File: src/rtl/mmio_id_pkg.sv
// Shared constants for the MMIO ID bridge: default parameter values and AXI
// response encodings.
package mmio_id_pkg;
  localparam int ID_WIDTH_DEF       = 9;
  localparam int ADDR_IN_WIDTH_DEF  = 18;
  localparam int ADDR_OUT_WIDTH_DEF = 32;
  localparam int DATA_WIDTH_DEF     = 64;
  localparam int DEPTH_DEF          = 4;

  localparam logic [1:0] RESP_OKAY   = 2'b00;
  localparam logic [1:0] RESP_SLVERR = 2'b10;
endpackage

File: src/rtl/mmio_id_fifo.sv
// In-order ID FIFO: remembers host IDs of outstanding requests so responses
// from the ID-less kernel slave can be tagged in issue order.
module mmio_id_fifo #(
  parameter int  WIDTH = 9,
  parameter int  DEPTH = 4,
  localparam int PTR_W = $clog2(DEPTH),
  localparam int CNT_W = $clog2(DEPTH + 1)
) (
  input  logic             clk,
  input  logic             reset,
  input  logic             push,
  input  logic [WIDTH-1:0] push_data,
  input  logic             pop,
  output logic [WIDTH-1:0] head,
  output logic             full,
  output logic             empty,
  output logic [CNT_W-1:0] count
);
  logic [WIDTH-1:0] mem_q [DEPTH];
  logic [PTR_W-1:0] wr_ptr_q, wr_ptr_d;
  logic [PTR_W-1:0] rd_ptr_q, rd_ptr_d;
  logic [CNT_W-1:0] count_q, count_d;
  logic             push_ok, pop_ok;

  assign full    = (count_q == CNT_W'(DEPTH));
  assign empty   = (count_q == '0);
  assign push_ok = push & ~full;
  assign pop_ok  = pop & ~empty;

  // Pointers wrap naturally because DEPTH is a power of two.
  always_comb begin
    wr_ptr_d = wr_ptr_q;
    rd_ptr_d = rd_ptr_q;
    count_d  = count_q;
    if (push_ok) wr_ptr_d = wr_ptr_q + PTR_W'(1);
    if (pop_ok)  rd_ptr_d = rd_ptr_q + PTR_W'(1);
    if (push_ok && !pop_ok)      count_d = count_q + CNT_W'(1);
    else if (pop_ok && !push_ok) count_d = count_q - CNT_W'(1);
  end

  always_ff @(posedge clk or posedge reset) begin
    if (reset) begin
      wr_ptr_q <= '0;
      rd_ptr_q <= '0;
      count_q  <= '0;
    end else begin
      wr_ptr_q <= wr_ptr_d;
      rd_ptr_q <= rd_ptr_d;
      count_q  <= count_d;
    end
  end

  always_ff @(posedge clk) begin
    if (push_ok) mem_q[wr_ptr_q] <= push_data;
  end

  assign head  = mem_q[rd_ptr_q];
  assign count = count_q;
endmodule

File: src/rtl/mmio_id_bridge.sv
// Bridges an ID-tagged host AXI-lite MMIO port to an ID-less kernel slave,
// restoring IDs on responses from per-direction in-order FIFOs.
module mmio_id_bridge
  import mmio_id_pkg::*;
#(
  parameter int  ID_WIDTH       = ID_WIDTH_DEF,
  parameter int  ADDR_IN_WIDTH  = ADDR_IN_WIDTH_DEF,
  parameter int  ADDR_OUT_WIDTH = ADDR_OUT_WIDTH_DEF,
  parameter int  DATA_WIDTH     = DATA_WIDTH_DEF,
  parameter int  DEPTH          = DEPTH_DEF,
  localparam int CNT_W          = $clog2(DEPTH + 1),
  localparam int STRB_W         = DATA_WIDTH / 8
) (
  input  logic                      clk,
  input  logic                      reset,
  input  logic                      s_arvalid,
  output logic                      s_arready,
  input  logic [ADDR_IN_WIDTH-1:0]  s_araddr,
  input  logic [ID_WIDTH-1:0]       s_arid,
  output logic                      s_rvalid,
  input  logic                      s_rready,
  output logic [DATA_WIDTH-1:0]     s_rdata,
  output logic [1:0]                s_rresp,
  output logic [ID_WIDTH-1:0]       s_rid,
  input  logic                      s_awvalid,
  output logic                      s_awready,
  input  logic [ADDR_IN_WIDTH-1:0]  s_awaddr,
  input  logic [ID_WIDTH-1:0]       s_awid,
  input  logic                      s_wvalid,
  output logic                      s_wready,
  input  logic [DATA_WIDTH-1:0]     s_wdata,
  input  logic [STRB_W-1:0]         s_wstrb,
  output logic                      s_bvalid,
  input  logic                      s_bready,
  output logic [1:0]                s_bresp,
  output logic [ID_WIDTH-1:0]       s_bid,
  output logic                      m_arvalid,
  input  logic                      m_arready,
  output logic [ADDR_OUT_WIDTH-1:0] m_araddr,
  input  logic                      m_rvalid,
  output logic                      m_rready,
  input  logic [DATA_WIDTH-1:0]     m_rdata,
  input  logic [1:0]                m_rresp,
  output logic                      m_awvalid,
  input  logic                      m_awready,
  output logic [ADDR_OUT_WIDTH-1:0] m_awaddr,
  output logic                      m_wvalid,
  input  logic                      m_wready,
  output logic [DATA_WIDTH-1:0]     m_wdata,
  output logic [STRB_W-1:0]         m_wstrb,
  input  logic                      m_bvalid,
  output logic                      m_bready,
  input  logic [1:0]                m_bresp,
  output logic [CNT_W-1:0]          rd_outstanding,
  output logic [CNT_W-1:0]          wr_outstanding,
  output logic                      err_orphan
);
  // Handshake rule on every channel: a transfer happens on a rising clk edge
  // where valid and ready are both high; the bridge only gates, never stores.
  logic rd_full, rd_empty, wr_full, wr_empty;
  logic ar_hs, r_hs, aw_hs, b_hs, run;
  logic err_orphan_q, err_orphan_d;

  // Request channels are forced idle while reset is held, even with room.
  assign run       = ~reset;
  assign m_arvalid = s_arvalid & ~rd_full & run;
  assign s_arready = m_arready & ~rd_full & run;
  assign m_awvalid = s_awvalid & ~wr_full & run;
  assign s_awready = m_awready & ~wr_full & run;
  assign ar_hs     = s_arvalid & s_arready;
  assign aw_hs     = s_awvalid & s_awready;

  assign m_wvalid = s_wvalid & run;
  assign s_wready = m_wready & run;
  assign m_wdata  = s_wdata;
  assign m_wstrb  = s_wstrb;

  // Responses with no pending ID are held off the host side.
  assign s_rvalid = m_rvalid & ~rd_empty;
  assign m_rready = s_rready & ~rd_empty;
  assign s_rdata  = m_rdata;
  assign s_rresp  = m_rresp;
  assign r_hs     = s_rvalid & s_rready;
  assign s_bvalid = m_bvalid & ~wr_empty;
  assign m_bready = s_bready & ~wr_empty;
  assign s_bresp  = m_bresp;
  assign b_hs     = s_bvalid & s_bready;

  if (ADDR_OUT_WIDTH > ADDR_IN_WIDTH) begin : g_zext
    assign m_araddr = {{(ADDR_OUT_WIDTH - ADDR_IN_WIDTH){1'b0}}, s_araddr};
    assign m_awaddr = {{(ADDR_OUT_WIDTH - ADDR_IN_WIDTH){1'b0}}, s_awaddr};
  end else begin : g_trunc
    assign m_araddr = s_araddr[ADDR_OUT_WIDTH-1:0];
    assign m_awaddr = s_awaddr[ADDR_OUT_WIDTH-1:0];
  end

  mmio_id_fifo #(.WIDTH(ID_WIDTH), .DEPTH(DEPTH)) u_rd_fifo (
    .clk(clk), .reset(reset), .push(ar_hs), .push_data(s_arid), .pop(r_hs),
    .head(s_rid), .full(rd_full), .empty(rd_empty), .count(rd_outstanding)
  );

  mmio_id_fifo #(.WIDTH(ID_WIDTH), .DEPTH(DEPTH)) u_wr_fifo (
    .clk(clk), .reset(reset), .push(aw_hs), .push_data(s_awid), .pop(b_hs),
    .head(s_bid), .full(wr_full), .empty(wr_empty), .count(wr_outstanding)
  );

  assign err_orphan_d = err_orphan_q | (m_rvalid & rd_empty) | (m_bvalid & wr_empty);

  always_ff @(posedge clk or posedge reset) begin
    if (reset) err_orphan_q <= 1'b0;
    else       err_orphan_q <= err_orphan_d;
  end

  assign err_orphan = err_orphan_q;
endmodule

File: config.mk
export PLATFORM = sky130hd
export DESIGN_NAME = mmio_id_bridge
export DESIGN_NICKNAME = d
export VERILOG_FILES = /design/src/rtl/mmio_id_pkg.sv /design/src/rtl/mmio_id_fifo.sv /design/src/rtl/mmio_id_bridge.sv
export SDC_FILE = /design/constraint.sdc
export NUM_CORES = 1
export LEC_CHECK = 0
export ABC_AREA = 1
export ABC_CLOCK_PERIOD_IN_PS = 1700
export CORE_AREA = 2 2 172 174
export DETAILED_ROUTE_END_ITERATION = 8
export DIE_AREA = 0 0 174 176
export DONT_BUFFER_PORTS = 1
export GPL_TIMING_DRIVEN = 0
export MAX_ROUTING_LAYER = met4
export SKIP_CTS_REPAIR_TIMING = 1
export SLEW_MARGIN = 20
export SYNTH_ARGS = -nofsm -noshare
export SYNTH_HDL_FRONTEND = slang
export SYNTH_SLANG_ARGS = --single-unit
File: constraint.sdc
create_clock -name clk -period 1.7 [get_ports clk]
set_input_delay 0.17 -clock clk [delete_from_list [all_inputs] [get_ports clk]]
set_output_delay 0.17 -clock clk [all_outputs]
set_load 0.005 [all_outputs]
==> flow_summary.toml, run 1 <==
[yosys]
synthCells = 529
ys.warnings.count = 0
ys_seq_area_frac = 0.4753
synth_top_area_share = 0.4050
synthTopCellsByCount = "buf_4 (207), edfxtp_1 (72), nor2_1 (54)"
yosys-top-cells-area = "edfxtp_1 (40%), buf_4 (29%), dfrtp_1 (7.0%)"
synth-edff-count = 72
yosys.area.top_type = "edfxtp_1"
ys_ff_latch = 87
ys.flop_type = "edfxtp_1"
synth.most_common_cell = "buf_4"
avgSynthCellArea_um2 = 10.09
yosysUniqueCellTypes = 23
async_reset_ff_frac = 0.1724
synth.cell_area_mm2 = 0.005339

[sta]
rsz0062_at_grt = "yes"
clock.fmax_ghz = 0.5634
final-max-slew-violation-count = 0
setup_viol = 3
clock-skew-final_ns = 0.009585
hold_violations = 15
post-route-period-util = 1.044
tightest_slew_ns = 0.6348
fin_crit_ns = 1.775
fin_ws_ns = -0.07484
hold_ws_ns = -0.04871
slew_headroom = 0.5763

[critical_path]
path_cells = "nor2_4 > nand2_4 > nand3_4 > ha_4 > inv_2 > fa_1 > nand2_1 > nand3_1 > nand2_1 > nand2_1"
end_kind = "flop"
slowest_delay_ns = 0.46
slowest_stage = "dfrtp_2"
crit_fanout = 4
critical_path_required_ns = 1.94
worstSetupStartpointType = "flop"
crit_type = "flop to flop"
reg2reg_depth = 10
worst-endpoint-arrival_ns = 2.01
critPathMostFrequentCell = "nand2_1"
reg2reg_slack_ns = -0.07

[clock_network]
numCtsBuffers = 9
cts.sinks = 87
clk-insertion-delay-late_ns = 0.35
clockBufferDepth = 2
tritoncts = "built"
h-tree-depth = 3
clkTransAtPathRegs_ns = 0.06
root_buffer = "clkbuf_16"

[die]
die-area_mm2 = 0.03062
die_w_um = 174
pin_count = 445
start_util = 0.1870
die_y_um = 176
num_rows = 62
fp.coreArea_mm2 = 0.02855

[global_routing]
grt_pass1_wl_mm = 27.78
grt.total_usage = 0.1375
grt_overflow_total = 0
grt_pass1_vias = 3247
grt_antenna_before_repair = 8
grt_max_degree = 16

[route]
drtIter0Drc = 178
drc_errors = 0
drt-pass1-iter-count = 4
vias = 3641
ant_nets = 0
via_per_inst = 3.630
routed_wl_mm = 22.11
wire_per_inst_um = 22.04

[finish]
fillCellCount = 3088
final_util = 0.2356
drive_gt1_frac = 0.4592
area_growth_pct = 25.99
design_area_mm2 = 0.006726
fin_nets = 826

[run_status]
violations = "negative hold slack, negative setup slack"
status = "complete, but fails checks"

[power_and_ir_drop]
peakVddDrop_mv = 0.5986
power.leakage_uw = 0.002932
power.density_mw_per_mm2 = 1139

[placed_design]
place_ws_ns = -0.3252
place.port_buffers = 0
place_congestion = 0.8222
hpwl_mm = 18.77
place_area_mm2 = 0.005922

[run]
maxCapViolations = 0

[hold_path]
hold_class = "input pin to asynchronous set/reset pin"
-- sequential cells by signal, summed over array words and instances (netlist names) --
signal and flops:
err_orphan 1, u_rd_fifo.count 3, u_rd_fifo.mem_q 36, u_rd_fifo.rd_ptr_q 2
u_rd_fifo.wr_ptr_q 2, u_wr_fifo.count 3, u_wr_fifo.mem_q 36, u_wr_fifo.rd_ptr_q 2
u_wr_fifo.wr_ptr_q 2
-- cell type report --
type / count / area [µm²] / share of cell area
timing repair buffer: 41 / 370.4 / 0.05506
clock inverter: 6 / 52.55 / 0.007813
inverter: 37 / 145.1 / 0.02158
tap: 384 / 480.5 / 0.07143
buffer: 215 / 1600 / 0.2379
sequential: 87 / 2542 / 0.3780
multi-input combinational: 217 / 1292 / 0.1922
clock buffer: 9 / 225.2 / 0.03348
antenna: 7 / 17.52 / 0.002604
-- path summary, 6_finish.rpt --
path,endpoint,startpoint
min reg2reg,err_orphan,err_orphan
max reg2reg,u_rd_fifo.count[2],u_rd_fifo.count[1]
min in group clk,u_rd_fifo.rd_ptr_q[0],m_rvalid
min,err_orphan,reset
max,u_rd_fifo.count[2],u_rd_fifo.count[1]
max in group asynchronous,u_rd_fifo.count[0],reset
-- per-layer routing --
| layer | global-route usage | vias up | wire, µm | share of wire |
|---|---|---|---|---|
| li1 | - | 1664 | - | - |
| met1 | 0.1571 | 1753 | 8589 | 0.39 |
| met2 | 0.1990 | 211 | 10120 | 0.46 |
| met3 | 0.08613 | 13 | 3077 | 0.14 |
| met4 | 0.04027 | 0 | 317 | 0.014 |
| met5 | - | - | 0 | 0 |
-- stage by stage --
step	cells	total power [µW]	TNS (ns)
final	1003	7660	-0.1381
after global routing	1002	8145	-0.5705
after CTS	955	7317	-17.49
after detailed placement	940	5416	-16.36
after global placement	940	5381	-14.24
after floorplan	556	4676	0
-- power by group --
group          leakage (µW)  total (µW)  internal (µW)  switching (µW)
logic               0.00197        2930           1180            1750
clock network      0.000140        1890           1110             778
registers          0.000826        2840           2580             256
-- worst max-delay path, delay by kind of cell (launching register included) --
family                     cells  cell delay (ns)
and+or+nand+nor                7             0.64
DFF                            1             0.46
buffers and inverters          1             0.04
adders and majority gates      2             0.52
-- cells by family (layout without fill, tap and decap cells) --
group | after synthesis | after routing | share of synthesized area
AO/OA/AOI/OAI | 54 | 54 | 0.05484
flip-flops | 87 | 87 | 0.4753
AND/OR/NAND/NOR | 121 | 121 | 0.1092
other | 1 | 35 | 0.0007024
buffers and inverters | 252 | 308 | 0.3258
adder cells (fa/ha/maj) | 12 | 12 | 0.03094
XOR/XNOR | 2 | 2 | 0.003282
-- cells in the final DEF (no fill, tap or decap), types with 8 or more instances in the layout --
master,n
dlygate4sd3_1,25
nand4_1,10
nor2_4,8
buf_4,223
ha_1,8
dfrtp_1,11
edfxtp_1,72
nand2_1,40
o22ai_1,17
conb_1,28
nor2_1,46
o21ai_1,8
clkbuf_16,9
inv_1,31
o21ai_0,28
Power figures use the tool's default switching activity.
==> run 2, diff against run 1 <==
--- a/config.mk
+++ b/config.mk
@@ -13,7 +13,6 @@
 export DONT_BUFFER_PORTS = 1
 export GPL_TIMING_DRIVEN = 0
 export MAX_ROUTING_LAYER = met4
-export SKIP_CTS_REPAIR_TIMING = 1
 export SLEW_MARGIN = 20
 export SYNTH_ARGS = -nofsm -noshare
 export SYNTH_HDL_FRONTEND = slang
==> run 2 against run 1 <==
The flow finishes with violations (negative setup slack); flip-flop and latch count unchanged; non-clock buffer count increased by 2; clock-buffer cell count is the same; critical path depth is 1 lower; combinational power about the same; largest cell class unchanged.
==> flow_summary.toml, run 2 (synthesis results as in run 1) <==
[finish]
multiInputGateArea_mm2 = 0.001311
largestRegisters = "u_rd_fifo.mem_q: 36 flops, u_wr_fifo.mem_q: 36 flops"
area_growth_pct = 26.67
layout_common_cells = "buf_4 (224), edfxtp_1 (72), nor2_1 (46), nand2_1 (38), inv_1 (31)"
regArea_mm2 = 0.002542
drive_gt1_frac = 0.4674
fin_cells = 1004
fillCellCount = 3085
fin_nets = 828
layout_commonest_cell = "buf_4"

[critical_path]
crit_fanout = 4
rr_startpoint = "u_wr_fifo.count[0]"
reg2reg_depth = 9
critical_path_required_ns = 1.94
critPathCapture = "u_wr_fifo.count[1]"
regToRegEndpoint = "u_wr_fifo.count[1]"
crit_family = "adder cells"
worst-endpoint-arrival_ns = 1.96
worstSetupStartpointType = "flop"
cp.depth = 9
end_kind = "flop"
crit_type = "flop to flop"
critPathBufInv = 2
cp-startpoint = "u_wr_fifo.count[0]"
slowest_delay_ns = 0.47
path_cells = "nor2_4 > nand2_4 > nand3_4 > inv_2 > ha_4 > inv_4 > fa_2 > nand2_1 > nand2_1"
slowest_stage = "dfrtp_2"
critPathMostFrequentCell = "nand2_1"
reg2reg_slack_ns = -0.02

[sta]
fin_crit_ns = 1.718
tightest_slew_ns = 0.6579
tns_ns = -0.02201
clock.fmax_ghz = 0.5821
setup_viol = 2
final-max-slew-violation-count = 0
rsz0062_at_grt = "yes"
fin_ws_ns = -0.01803
slew_headroom = 0.5609
hold_violations = 0
clock-skew-final_ns = 0.009148
post-route-period-util = 1.011

[die]
num_rows = 62
pin_count = 445
die_y_um = 176
die-area_mm2 = 0.03062
fp.coreArea_mm2 = 0.02855
start_util = 0.1870
die_w_um = 174

[global_routing]
grt_antenna_before_repair = 8
grt_max_degree = 16
grt.total_usage = 0.1411
grt_pass1_wl_mm = 28.66
grt_pass1_vias = 3493
grt_overflow_total = 0

[clock_network]
tritoncts = "built"
clockBufferDepth = 2
clk-insertion-delay-late_ns = 0.35
h-tree-depth = 3
numCtsBuffers = 9
root_buffer = "clkbuf_16"
clkTransAtPathRegs_ns = 0.06
cts.sinks = 87

[route]
ant_nets = 0
vias = 3669
drtIter0Drc = 188
via_per_inst = 3.654
wire_per_inst_um = 22.08
drt-pass1-iter-count = 4
routed_wl_mm = 22.17
drc_errors = 0

[hold_path]
hold_class = "input pin to flop"

[run_status]
status = "complete, but fails checks"
violations = "negative setup slack"

[placed_design]
place.port_buffers = 0
dpl.cell_count = 940
hpwl_mm = 18.77
place_congestion = 0.8222
place_ws_ns = -0.3252

[power_and_ir_drop]
peakVddDrop_mv = 0.5596
power.leakage_uw = 0.002949
power.density_mw_per_mm2 = 1133

[run]
maxCapViolations = 0
run 2: cell count changes in the layout (fill, tap and decap cells not counted):
cell,change
fa_2,+1
diode_2,-1
o22ai_2,+1
nand3_2,+1
inv_4,+1
dlygate4sd3_1,+1
buf_4,+1
nand2_1,-2
inv_2,-1
o22ai_1,-1
nand2_2,+2
nand3_1,-1
fa_1,-1
run 2: worst min path at each step:
stage | start | to | slack, ns | cells past startpoint
floorplan | reset | err_orphan | 0.22 | 2
global placement | s_arid[4] | u_rd_fifo.mem_q[3][4] | 0.27 | 0
detailed placement | s_awid[3] | u_wr_fifo.mem_q[0][3] | 0.27 | 0
CTS | m_bvalid | u_wr_fifo.rd_ptr_q[0] | 0.08 | 4
global route | m_bvalid | u_wr_fifo.count[0] | 0.12 | 3
finish | m_bvalid | u_wr_fifo.count[0] | 0.11 | 3
run 2: tightest hold or removal path, stage by stage:
cell and delay, ns:
nand3_4 0.06, ha_4 0.13, xnor2_1 0.05
run 2: routing by layer:
layer | wire length [µm] | global-route usage
met5 | 0 | -
met4 | 317 | 0.04027
met3 | 2780 | 0.08549
met2 | 10260 | 0.2093
met1 | 8811 | 0.1593
run 2: repair_timing:
action / CTS / global route
hold buffers: 26 / 1
pin swaps: 18 / 12
setup buffers: 14 / 3
hold endpoints to repair: 96 / 1
gates resized for setup: 35 / 10
setup endpoints to repair: 76 / 52
run 2: final cells by class:
class | count | area share
clock inverter | 6 | 0.007771
inverter | 37 | 0.02183
clock buffer | 9 | 0.03330
tap | 384 | 0.07105
antenna | 6 | 0.002220
sequential | 87 | 0.3759
timing repair buffer | 43 | 0.05735
buffer | 215 | 0.2366
multi-input combinational | 217 | 0.1939
run 2: power by group:
group          internal, µW  switching (µW)
registers              2580             262
clock network          1110             788
logic                  1150            1770
run 2: through the flow:
| stage | instance area [µm²] | hold slack, ns | util | total power (µW) |
|---|---|---|---|---|
| 6_report | 6763 | 0.1072 | 0.2369 | 7665 |
| 5_1_grt | 6763 | 0.1171 | 0.2369 | 8144 |
| 4_1_cts | 6676 | 0.07891 | 0.2339 | 7654 |
| 3_5_place_dp | 5922 | 0.2690 | 0.2074 | 5416 |
| 3_3_place_gp | 5922 | 0.2690 | 0.2074 | 5381 |
| 2_1_floorplan | 5441 | 0.2236 | - | 4676 |
==> run 3, diff against run 2 <==
--- a/config.mk
+++ b/config.mk
@@ -7,13 +7,14 @@
 export LEC_CHECK = 0
 export ABC_AREA = 1
 export ABC_CLOCK_PERIOD_IN_PS = 1700
-export CORE_AREA = 2 2 172 174
+export CORE_AREA = 2 2 174 176
 export DETAILED_ROUTE_END_ITERATION = 8
-export DIE_AREA = 0 0 174 176
+export DIE_AREA = 0 0 176 178
 export DONT_BUFFER_PORTS = 1
 export GPL_TIMING_DRIVEN = 0
 export MAX_ROUTING_LAYER = met4
 export SLEW_MARGIN = 20
 export SYNTH_ARGS = -nofsm -noshare
 export SYNTH_HDL_FRONTEND = slang
+export SYNTH_HIERARCHICAL = 1
 export SYNTH_SLANG_ARGS = --single-unit
==> run 3 against run 2 <==
The flow still finishes with violations (negative setup slack); largest power group unchanged; area after synthesis grew 2.2%; critical path type unchanged; synthesized cell count grew 7.4%; clock-buffer cell count grew 1; non-clock buffer count grew 6; die area grew 2.3%; first-iteration DRC count shrank 2.7%; worst hold slack gained 0.023 ns.
==> flow_summary.toml, run 3 <==
[hold_path]
hold_class = "input pin to flop"

[yosys]
synth.most_common_cell = "buf_4"
synthTopCellsByCount = "buf_4 (204), nand2_1 (92), inv_1 (81)"
ys.warnings.count = 6
ys_seq_area_frac = 0.4649
yosys.area.top_type = "edfxtp_1"
synth_top_area_share = 0.3961
yosysUniqueCellTypes = 21
synthCells = 568
synth_top_family_by_area = "buffers and inverters"
synthXorXnorAreaFrac = 0.003210
ys.flop_type = "edfxtp_1"
synth-simple-area-share = 0.09537
synth_compound_area_frac = 0.05227
avgSynthCellArea_um2 = 9.609
async_reset_ff_frac = 0.1724
muxShareOfSynthArea = 0
yosys-top-cells-area = "edfxtp_1 (40%), buf_4 (28%), dfrtp_1 (6.9%)"
synth-edff-count = 72
synth_fa_ha_area_frac = 0.03026
ys_ff_latch = 87
synth.cell_area_mm2 = 0.005458

[clock_network]
numCtsBuffers = 9
tritoncts = "built"
h-tree-depth = 3
cts.sinks = 87
clk-insertion-delay-late_ns = 0.34
clkTransAtPathRegs_ns = 0.07
root_buffer = "clkbuf_16"
clockBufferDepth = 2

[die]
pin_count = 445
start_util = 0.1856
die_w_um = 176
die-area_mm2 = 0.03133
num_rows = 63
die_y_um = 178
fp.coreArea_mm2 = 0.02940

[finish]
design_area_mm2 = 0.007197
layout_commonest_cell = "buf_4"
multiInputGateArea_mm2 = 0.001314
drive_gt1_frac = 0.4721
largestRegisters = "u_rd_fifo/mem_q: 36 flops, u_wr_fifo/mem_q: 36 flops"
layout_common_cells = "buf_4 (223), nand2_1 (82), edfxtp_1 (72), inv_1 (67), o211ai_1 (36)"
area_growth_pct = 31.87
regArea_mm2 = 0.002545
fillCellCount = 3073
fin_nets = 876

[critical_path]
crit_fanout = 4
worstSetupStartpointType = "flop"
end_kind = "flop"
critical_path_required_ns = 1.93
worst-endpoint-arrival_ns = 2.22
crit_type = "flop to flop"

[sta]
fin_ws_ns = -0.2870
tns_ns = -7.523
hold_ws_ns = 0.1304
clock-skew-final_ns = 0.01160
hold_violations = 0
rsz0062_at_grt = "yes"
setup_viol = 76
clock.fmax_ghz = 0.5033
fin_crit_ns = 1.987
final-max-slew-violation-count = 0
post-route-period-util = 1.169

[route]
drt-pass1-iter-count = 4
wl_met2_mm = 11.03
wl_met1_mm = 8.692
wire_per_inst_um = 21.41
drc_errors = 0
routed-wl-met3_mm = 2.715
routed_wl_mm = 22.59
drtIter0Drc = 183
vias = 3790
via_per_inst = 3.592
highest_layer = "met4"
ant_nets = 0

[run_status]
violations = "negative setup slack"
status = "complete, but fails checks"

[placed_design]
place_congestion = 0.9528
place_area_mm2 = 0.006102
place.port_buffers = 0
hpwl_mm = 19.22

[global_routing]
grt.total_usage = 0.1363
grt_max_degree = 17
grt_antenna_before_repair = 2
grt_pass1_wl_mm = 28.21
grt_pass1_vias = 3538
grt_overflow_total = 0

[run]
maxCapViolations = 0

[power_and_ir_drop]
peakVddDrop_mv = 0.9306
power.leakage_uw = 0.003281
p_total_uw = 8158
power.density_mw_per_mm2 = 1134
-- run 3: changes by cell type after synthesis, moves of 3 or more --
cell      before  now
o21ai_0       28    2
o22ai_1       18    0
nand4_1       10    2
nor3_1         0    4
buf_6          1    6
inv_1         37   81
nand2_1       42   92
buf_4        207  204
buf_2          7    2
o21ai_1        8    0
nand2_2        4    0
nor2_1        54   16
nand3_1        2   14
o211ai_1       0   36
-- run 3: repair_timing --
action / in CTS / in global routing
pin swaps: 10 / 20
gates resized for setup: 38 / 25
cloned: 0 / 1
buffers inserted: 12 / 18
hold buffers: 21 / 0
setup endpoints to repair: 83 / 81
endpoints found under the hold margin: 88 / 0
-- run 3: cell families after synthesis --
| group | Yosys count |
|---|---|
| DFF | 87 |
| buffers and inverters | 297 |
| and+or+nand+nor | 130 |
| AOI/OAI and AO/OA | 39 |
| xor gates and xnor gates | 2 |
| adders and majority gates | 12 |
| other | 1 |
-- run 3: path summary, 6_finish.rpt --
path	cells after the start	startpoint	slack, ns	end
worst min register to register	2	u_rd_fifo/rd_ptr_q[0]	0.52	u_rd_fifo/rd_ptr_q[0]
worst max register to register	15	u_wr_fifo/count[0]	-0.29	u_wr_fifo/count[2]
min in group asynchronous	2	reset	0.18	err_orphan
worst min-delay path	4	s_rready	0.13	u_rd_fifo/rd_ptr_q[0]
worst max-delay path	15	u_wr_fifo/count[0]	-0.29	u_wr_fifo/count[2]
max in group asynchronous	2	reset	1.15	u_wr_fifo/count[0]
-- run 3: critical path: stages (launching register included) --
cell and delay [ns]:
dfrtp_2 0.48, inv_4 0.07, nand3_4 0.06, inv_2 0.04
nor2_1 0.07, nand2_1 0.10, nor2_4 0.15, nand2_4 0.08
inv_2 0.07, ha_4 0.13, inv_2 0.04, fa_2 0.34
nand2_2 0.09, nand3_2 0.06, nand2_1 0.06, nand2_1 0.05
-- run 3: metal layers --
layer | vias to the layer above | global-route usage
met5 | - | -
met4 | 0 | 0.01963
met3 | 10 | 0.07182
met2 | 185 | 0.2187
met1 | 1842 | 0.1547
li1 | 1753 | -
-- run 3: stage by stage --
stage,std cells,worst slack [ns],util
2_1_floorplan,595,-0.2366,-
3_3_place_gp,985,-0.7476,0.2075
3_5_place_dp,985,-0.7727,0.2075
4_1_cts,1034,-0.3219,0.2321
5_1_grt,1055,-0.4266,0.2448
6_report,1055,-0.2870,0.2448
-- run 3: layout make-up --
cell class | count | share of cell area
well taps | 390 | 0.06780
clock inverters | 6 | 0.01043
diodes | 2 | 0.0006954
multi-input cells | 211 | 0.1825
inverters | 85 | 0.04764
repair buffers | 52 | 0.08188
plain buffers | 212 | 0.2236
flip-flops and latches | 87 | 0.3536
clock buffers | 10 | 0.03182
-- run 3: power breakdown --
part	internal (µW)	switching, µW
sequential	2590	300
combinational	1350	1930
clock	1160	829
